<file path="src/rtl/ap_stream_sequencer.sv">
// ap_stream_sequencer
// Host-side job sequencer for the AP_s associative processor. One job:
// clear both internal banks, stream CELL_QUANT operand pairs into column B
// and column A, run the compute in ap_mode, wait for the AP completion
// interrupt, then stream column C back out on a valid/ready interface.
//
// Ports
//   CLK100MHZ, rst_n          clock, async active-low reset
//   start, cmd                job start pulse (IDLE only) and AP opcode
//   in_valid/in_ready/in_a/in_b   operand pair stream (A -> col 0, B -> col 1)
//   out_valid/out_ready/out_data  result stream from column C
//   busy, done, err           status: not idle, job end pulse, sticky error
//   ap_*                      AP-side control / data bus
//   ap_data_out, ap_state_irq AP read data and compute-finished level
//
// state    | meaning
// IDLE     | waiting for start
// CLR0     | clear internal bank 0
// CLR1     | clear internal bank 1
// WR_B     | waiting for an operand pair, B written the cycle after
// WR_A     | B write on the bus, queue the held A write
// COMPUTE  | ap_mode high, waiting for a fresh irq edge or timeout
// RD_ISSUE | read strobe for column C at idx
// RD_WAIT  | read latency
// RD_OUT   | result presented, waiting for out_ready
// DONE     | completion pulse
module ap_stream_sequencer #(
    parameter int WORD_SIZE      = 8,
    parameter int CELL_QUANT     = 512,
    parameter int ADDR_W         = $clog2(CELL_QUANT + 1),
    parameter int READ_LAT       = 1,
    parameter int TIMEOUT_CYCLES = 65535
) (
    input  logic                 CLK100MHZ,
    input  logic                 rst_n,
    input  logic                 start,
    input  logic [2:0]           cmd,
    input  logic                 in_valid,
    output logic                 in_ready,
    input  logic [WORD_SIZE-1:0] in_a,
    input  logic [WORD_SIZE-1:0] in_b,
    output logic                 out_valid,
    input  logic                 out_ready,
    output logic [WORD_SIZE-1:0] out_data,
    output logic                 busy,
    output logic                 done,
    output logic                 err,
    output logic [ADDR_W-1:0]    ap_addr,
    output logic [WORD_SIZE-1:0] ap_data,
    output logic                 ap_rst,
    output logic                 ap_mode,
    output logic [2:0]           ap_cmd,
    output logic [1:0]           ap_sel_col,
    output logic                 ap_sel_internal_col,
    output logic                 ap_write_en,
    output logic                 ap_read_en,
    input  logic [WORD_SIZE-1:0] ap_data_out,
    input  logic                 ap_state_irq
);

    localparam int TW = $clog2(TIMEOUT_CYCLES + 1);
    localparam int LW = (READ_LAT > 1) ? $clog2(READ_LAT) : 1;
    localparam logic [ADDR_W-1:0] LAST = ADDR_W'(CELL_QUANT - 1);

    typedef enum logic [3:0] {
        IDLE, CLR0, CLR1, WR_B, WR_A, COMPUTE, RD_ISSUE, RD_WAIT, RD_OUT, DONE
    } state_t;

    state_t               state;
    logic [ADDR_W-1:0]    idx;
    logic [WORD_SIZE-1:0] hold_a;
    logic [TW-1:0]        timer;
    logic [LW-1:0]        lat;
    logic                 irq_prev;
    logic                 mode_q;
    logic                 irq_rise;

    assign irq_rise = ap_state_irq & ~irq_prev;
    // mode must fall the instant reset is asserted, not only at the flop
    assign ap_mode  = mode_q & rst_n;

    always_ff @(posedge CLK100MHZ or negedge rst_n) begin
        if (!rst_n) begin
            state               <= IDLE;
            idx                 <= '0;
            hold_a              <= '0;
            timer               <= '0;
            lat                 <= '0;
            irq_prev            <= 1'b0;
            mode_q              <= 1'b0;
            in_ready            <= 1'b0;
            out_valid           <= 1'b0;
            out_data            <= '0;
            busy                <= 1'b0;
            done                <= 1'b0;
            err                 <= 1'b0;
            ap_addr             <= '0;
            ap_data             <= '0;
            ap_rst              <= 1'b0;
            ap_cmd              <= 3'd0;
            ap_sel_col          <= 2'd0;
            ap_sel_internal_col <= 1'b0;
            ap_write_en         <= 1'b0;
            ap_read_en          <= 1'b0;
        end else begin
            irq_prev <= ap_state_irq;
            done     <= 1'b0;
            case (state)
                IDLE: begin
                    if (start) begin
                        if (cmd == 3'd7) begin
                            err  <= 1'b1;
                            done <= 1'b1;
                        end else begin
                            ap_cmd              <= cmd;
                            err                 <= 1'b0;
                            busy                <= 1'b1;
                            ap_rst              <= 1'b1;
                            ap_sel_internal_col <= 1'b0;
                            state               <= CLR0;
                        end
                    end
                end
                CLR0: begin
                    ap_sel_internal_col <= 1'b1;
                    state               <= CLR1;
                end
                CLR1: begin
                    ap_rst              <= 1'b0;
                    ap_sel_internal_col <= 1'b0;
                    idx                 <= '0;
                    in_ready            <= 1'b1;
                    state               <= WR_B;
                end
                WR_B: begin
                    // in_ready is always high here, so in_valid is the handshake
                    if (in_valid) begin
                        hold_a      <= in_a;
                        ap_write_en <= 1'b1;
                        ap_sel_col  <= 2'd1;
                        ap_addr     <= idx;
                        ap_data     <= in_b;
                        in_ready    <= 1'b0;
                        state       <= WR_A;
                    end else begin
                        ap_write_en <= 1'b0;
                    end
                end
                WR_A: begin
                    // write strobe and address carry over; only column and data change
                    ap_sel_col <= 2'd0;
                    ap_data    <= hold_a;
                    if (idx == LAST) begin
                        timer <= TW'(TIMEOUT_CYCLES);
                        state <= COMPUTE;
                    end else begin
                        idx      <= idx + 1'b1;
                        in_ready <= 1'b1;
                        state    <= WR_B;
                    end
                end
                COMPUTE: begin
                    ap_write_en <= 1'b0;
                    if (irq_rise) begin
                        mode_q     <= 1'b0;
                        idx        <= '0;
                        ap_addr    <= '0;
                        ap_sel_col <= 2'd2;
                        ap_read_en <= 1'b1;
                        state      <= RD_ISSUE;
                    end else if (timer == '0) begin
                        mode_q <= 1'b0;
                        err    <= 1'b1;
                        done   <= 1'b1;
                        busy   <= 1'b0;
                        state  <= IDLE;
                    end else begin
                        timer  <= timer - 1'b1;
                        mode_q <= 1'b1;
                    end
                end
                RD_ISSUE: begin
                    ap_read_en <= 1'b0;
                    lat        <= LW'(READ_LAT - 1);
                    state      <= RD_WAIT;
                end
                RD_WAIT: begin
                    if (lat == '0) begin
                        out_data  <= ap_data_out;
                        out_valid <= 1'b1;
                        state     <= RD_OUT;
                    end else begin
                        lat <= lat - 1'b1;
                    end
                end
                RD_OUT: begin
                    if (out_ready) begin
                        out_valid <= 1'b0;
                        if (idx == LAST) begin
                            done  <= 1'b1;
                            state <= DONE;
                        end else begin
                            idx        <= idx + 1'b1;
                            ap_addr    <= idx + 1'b1;
                            ap_read_en <= 1'b1;
                            state      <= RD_ISSUE;
                        end
                    end
                end
                DONE: begin
                    busy  <= 1'b0;
                    state <= IDLE;
                end
                default: state <= IDLE;
            endcase
        end
    end

endmodule
</file>
<file path="config.mk">
export PLATFORM = sky130hd
export DESIGN_NAME = ap_stream_sequencer
export DESIGN_NICKNAME = d
export VERILOG_FILES = /design/src/rtl/ap_stream_sequencer.sv
export SDC_FILE = /design/constraint.sdc
export NUM_CORES = 1
export LEC_CHECK = 0
export ABC_AREA = 1
export BUFFER_PORTS_ARGS = -buffer_cell sky130_fd_sc_hd__buf_2
export CORE_MARGIN = 2
export CORE_UTILIZATION = 45
export CTS_CLUSTER_DIAMETER = 60
export CTS_CLUSTER_SIZE = 10
export DETAILED_ROUTE_END_ITERATION = 12
export PLACE_DENSITY = 0.63
export SYNTH_ARGS = -nofsm -noshare
export SYNTH_HDL_FRONTEND = slang
export SYNTH_SLANG_ARGS = --single-unit
</file>
<file path="constraint.sdc">
create_clock -name CLK100MHZ -period 3.2 [get_ports CLK100MHZ]
set_clock_uncertainty 0.2 [all_clocks]
set_input_delay 0.48 -clock CLK100MHZ [delete_from_list [all_inputs] [get_ports CLK100MHZ]]
set_output_delay 0.48 -clock CLK100MHZ [all_outputs]
set_load 0.05 [all_outputs]
</file>
# == Word level (Yosys, flattened, before mapping) ==
# Index checks and enable logic that the tools add are counted.
# classes
magnitude_cmp,0
addsub,3
eq_ne,24
shift,0
n_bitwise,5
mul,0
n_mux,62
reduce_logical,32
div,0
# ops
op,count
two-way mux 10 bit,6
two-way mux 16 bit,3
one-hot mux 10 bit (4 select lines),1
one-hot mux 4 bit (9 select lines),1
two-way mux 4 bit,8
one-hot mux 16 bit (2 select lines),1
one-hot mux 10 bit (3 select lines),1
two-way mux 1 bit,25
"inequality test 2 bit, second input constant",12
AND reduction 3 bit,7
nonzero test 3 bit,6
"== test 4 x 3 -> 1 bit, second input constant",4
zero test 16 bit,1
one-hot mux 8 bit (2 select lines),1
"subtractor 16 x 1 -> 16 bit, second input constant",1
one-hot mux 1 bit (3 select lines),5
nonzero test 2 bit,7
AND reduction 4 bit,3
"adder 10 x 1 -> 10 bit, second input constant",1
"== test 10 x 9 -> 1 bit, second input constant",1
one-hot mux 1 bit (2 select lines),5
AND reduction 5 bit,2
"== test 4 x 2 -> 1 bit, second input constant",2
"== test 4 bit, second input constant",2
14 further kinds,20
# word_totals
latch_bits,0
ramBits,0
rom_bits,0
register_bits,81
n_memories,0
out_inout_bits,41

# == Depth between registers and ports, before layout ==
# depth
ltp_word,4
ltp_mapped,11
mapped_depth_nobuf,10

# == Least setup slack after synthesis ==
# No wires, ideal clock.
# synth_timing
kind,register -> register
start,register idx[1]
end,register timer[14]
setup_ns,0.117
t_arrival_ns,1.493
t_required_ns,2.883
path_stages_with_launch,12
setup_slack_ns,1.389
cell_sequence,dfrtp_1 ha_1 nand2_1 nor2_4 nand3_2 nand2_1 inv_2 nor2_8 nand2_4 buf_6 nand2_1 nand2_1
# synth_between
elab_chain_cells,3
# synth_rtl
element,line,source
from (decl),70,logic [ADDR_W-1:0] idx;
from (signal assigned),157,idx <= idx + 1'b1;
from (signal assigned),203,idx <= idx + 1'b1;
== test 10 x 9 -> 1 bit,153,if (idx == LAST) begin
inequality test 2 bit (no line),n/a,
AND reduction 4 bit (no line),n/a,
to (signal assigned),154,timer <= TW'(TIMEOUT_CYCLES);
to (signal assigned),178,timer <= timer - 1'b1;
to (decl),72,logic [TW-1:0] timer;
# No other way between the ends.
# A chain may end at the register's enable or synchronous reset.

# == Final worst setup path ==
# layout_timing
start,input port rst_n
end,output port ap_mode
# layout_between
elab_chain_cells,1
# layout_rtl
element,line,source
from (decl),35,"input logic rst_n,"
AND 1 bit,80,assign ap_mode = mode_q & rst_n;
to (decl),51,"output logic ap_mode,"
# No other way between the ends.

==> flow_summary_export.csv <==
group,metric,value,unit
global_routing,grt_overflow_total,0,
floorplan,io_pins,74,
setup_path,worst-path-buf-inv,4,
cts,clock_insertion_delay_worst_skew,0.36,ns
cts,post-cts-setup-buffer-count,0,
final_layout,insertedDiodeCount,0,
global_routing,grt_pass1_wl,17.8,mm
placement,dp_cells,820,
placement,gp_routability_congestion,0.907,
final_layout,most-common-layout-cells,"sky130_fd_sc_hd__nand2_1, sky130_fd_sc_hd__dfrtp_1, sky130_fd_sc_hd__buf_2, sky130_fd_sc_hd__nor2_1, sky130_fd_sc_hd__nand3_1",
cts,numCtsBuffers,9,
cts,cts_num_sinks,80,
global_routing,grt_pass1_vias,3763,
timing,hold_viol_final,0,
placement,dp_worst_setup_slack,0.867,ns
timing,worst_margin_pin_slew,0.792,ns
synth,synthArstFlopShare,1.00,
routing,initialDrtViolationCount,272,
setup_path,critical_path_cell_by_cell,"dlygate4sd3_1 > buf_4 > nand2_1 > inv_1 > buf_2",
synth,synth_top_area_share,0.457,
timing,slew-limit-headroom,0.470,
timing,layout_worst_path_cycle_share,0.762,
job,drv.max_cap_violation_count,0,
timing,max_freq,410,MHz
timing,finalSetupViolations,0,
setup_path,timing.critical_path.max_delay_family,"buffers and inverters",
global_routing,antenna_found_initial,0,
routing,detail_route.vias_per_cell,4.85,
final_layout,synthToLayoutAreaGrowth,16.6,%
cts,cts_root_buffer,"sky130_fd_sc_hd__clkbuf_8",
floorplan,placementRows,36,
setup_path,critical-path-max-stage-delay,0.53,ns
synth,number_of_enable_type_register_cells_in_the_synthesized_netlist,0,
routing,routedWlPerCell,12.3,µm
hold_path,holdCritPathClass,"in2reg",
synth,synth_seq_area_share,0.457,
final_layout,final_cell_count_no_fill,837,
timing,slew_viol_final,0,
routing,ant_nets,0,
routing,vias,4057,
synth,syn-num-nets,661,
power,power.static_leakage,2.70,nW
synth,synth-warning-count,0,
synth,synth_area_leaders,"sky130_fd_sc_hd__dfrtp_1, sky130_fd_sc_hd__nand2_1, sky130_fd_sc_hd__nand3_1, sky130_fd_sc_hd__nor2_1, sky130_fd_sc_hd__inv_1",
synth,postSynthCellCount,625,
placement,numPortBuffers,73,
final_layout,multi_input_area,2110,µm²
floorplan,chipHeight,103,µm
timing,rsz0062_at_grt,"false",
cts,cts_buffer_depth,2,
synth,yosys.cell_types.count,27,
synth,synth-main-ff-cell,"sky130_fd_sc_hd__dfrtp_1",
cts,cts.clk_slew.worst_paths,0.08,ns
global_routing,gr-usage-all-layers,0.215,
final_layout,drive_gt1_frac,0.178,
synth,summed_instance_area_of_the_synthesized_netlist,4380,µm²
setup_path,cp_data_arrival_time,1.76,ns
timing,final_period_minus_worst_setup_slack,2.44,ns
floorplan,dieArea,10500,µm²
synth,number_of_synthesized_register_bits,80,
routing,drc_errors,0,
final_layout,postLayoutCoreUtil,0.533,
setup_path,crit_path_max_fanout,28,
run_status,status,"completed",
setup_path,critical_path_s_slowest_cell,"sky130_fd_sc_hd__dlygate4sd3_1",
setup_path,cp-end-kind,"output pin",
final_layout,seqCellArea,2000,µm²
cts,cts_h_tree_depth,3,
routing,detailedRoute.firstPassIterationCount,5,
global_routing,largest_net_degree_at_the_start_of_global_routing,55,
setup_path,required,2.52,ns
cts,cts-hold-fix-buffers,1,
final_layout,layout.cells.most_common,"sky130_fd_sc_hd__nand2_1",
synth,post-synth-top-area-cell,"sky130_fd_sc_hd__dfrtp_1",
setup_path,worst_setup_path_start_kind,"input pin",
cts,cts_tree,"yes",
power,worst_ir_drop_vdd,0.578,mV
floorplan,die_width,103,µm
synth,syn_avg_cell_area,7.01,µm²
timing,post-route-worst-setup-slack,0.762,ns
timing,timing.setup.tns,0,ns
floorplan,starting_density,0.457,
floorplan,core_area,9590,µm²
placement,post-dp-hpwl,7.48,mm
setup_path,criticalPathCategory,"in2out",
final_layout,n_fill_cell,968,
final_layout,num-nets-final,735,
power,power_per_cell_area,953,nW/µm²
routing,routed_wire_length,10.3,mm
cts,post_cts_resize_count,0,
path summary, 6_finish.rpt:
path | slack (ns) | depth (start not counted) | start | endpoint
max | 0.76 | 5 | rst_n | ap_mode
min | 0.04 | 1 | ap_state_irq | irq_prev
max reg2reg | 0.82 | 9 | state[3] | idx[0]
min reg2reg | 0.27 | 2 | out_data[1] | out_data[1]
max in group asynchronous | 1.40 | 3 | rst_n | state[2]
min in group asynchronous | 0.38 | 2 | rst_n | ap_addr[5]
metrics by stage:
stage,hold WS (ns),area (µm²),total power [mW]
after global placement,0.223,4850,3.92
after detailed placement,0.232,4850,3.97
after CTS,0.0162,5110,4.92
after global routing,0.00911,5110,5.27
after floorplan,-0.0156,4380,3.43
final,0.0384,5110,4.87
per-layer routing:
metal | up-vias | wire, µm | global-route usage
li1 | 2091 | - | -
met1 | 1835 | 5110 | 0.312
met2 | 122 | 4470 | 0.320
met3 | 9 | 633 | 0.0475
met4 | 0 | 116 | 0.0687
met5 | - | 0 | 0
Yosys cell counts (2+ instances only):
master	number
sky130_fd_sc_hd__a21oi_1	4
sky130_fd_sc_hd__buf_2	5
sky130_fd_sc_hd__buf_4	3
sky130_fd_sc_hd__buf_6	2
sky130_fd_sc_hd__clkbuf_1	2
sky130_fd_sc_hd__clkinv_1	2
sky130_fd_sc_hd__dfrtp_1	80
sky130_fd_sc_hd__ha_1	3
sky130_fd_sc_hd__inv_1	41
sky130_fd_sc_hd__inv_2	8
sky130_fd_sc_hd__nand2_1	289
sky130_fd_sc_hd__nand2_2	8
sky130_fd_sc_hd__nand3_1	64
sky130_fd_sc_hd__nand3_2	3
sky130_fd_sc_hd__nand4_1	4
sky130_fd_sc_hd__nor2_1	67
sky130_fd_sc_hd__nor2_2	5
sky130_fd_sc_hd__nor2_4	7
sky130_fd_sc_hd__o21ai_0	17
sky130_fd_sc_hd__o22ai_1	2
sky130_fd_sc_hd__or2_2	2
sky130_fd_sc_hd__xnor2_1	2
report_power, final:
group	total [mW]	switching [mW]	internal [mW]	leakage (nW)
Sequential	1.67	0.290	1.38	1.00
Combinational	2.27	1.69	0.586	1.58
Clock	0.926	0.383	0.543	0.123
area by class of cell:
cell class              instances  share of cell area
multi-input cells             482               0.413
flip-flops and latches         80               0.392
repair buffers                 75              0.0754
well taps                     133              0.0326
inverters                      51              0.0375
clock inverters                 6              0.0225
clock buffers                  10              0.0269
kinds of logic (layout without fill, tap and decap cells):
kind of cell | after synthesis | count (layout) | synth area share
AO/OA/AOI/OAI | 25 | 25 | 0.0305
XOR/XNOR | 3 | 3 | 0.00599
adder cells (fa/ha/maj) | 3 | 3 | 0.00856
buffers and inverters | 63 | 142 | 0.0614
flip-flops | 80 | 80 | 0.457
AND/OR/NAND/NOR | 451 | 451 | 0.437
flip-flops by register name, indices dropped and copies added (netlist names), 2 cells and up:
signal / cells
ap_addr: 10
ap_cmd: 3
ap_data: 8
ap_sel_col: 2
hold_a: 8
idx: 10
out_data: 8
state: 4
timer: 16
worst reg2reg max path: cells and delay by family, from the launching register on:
kind                   cells  cell delay, ns
AND/OR/NAND/NOR            7            1.52
flip-flops                 1            0.45
buffers and inverters      2            0.16
(Power assumes the default switching activity.)
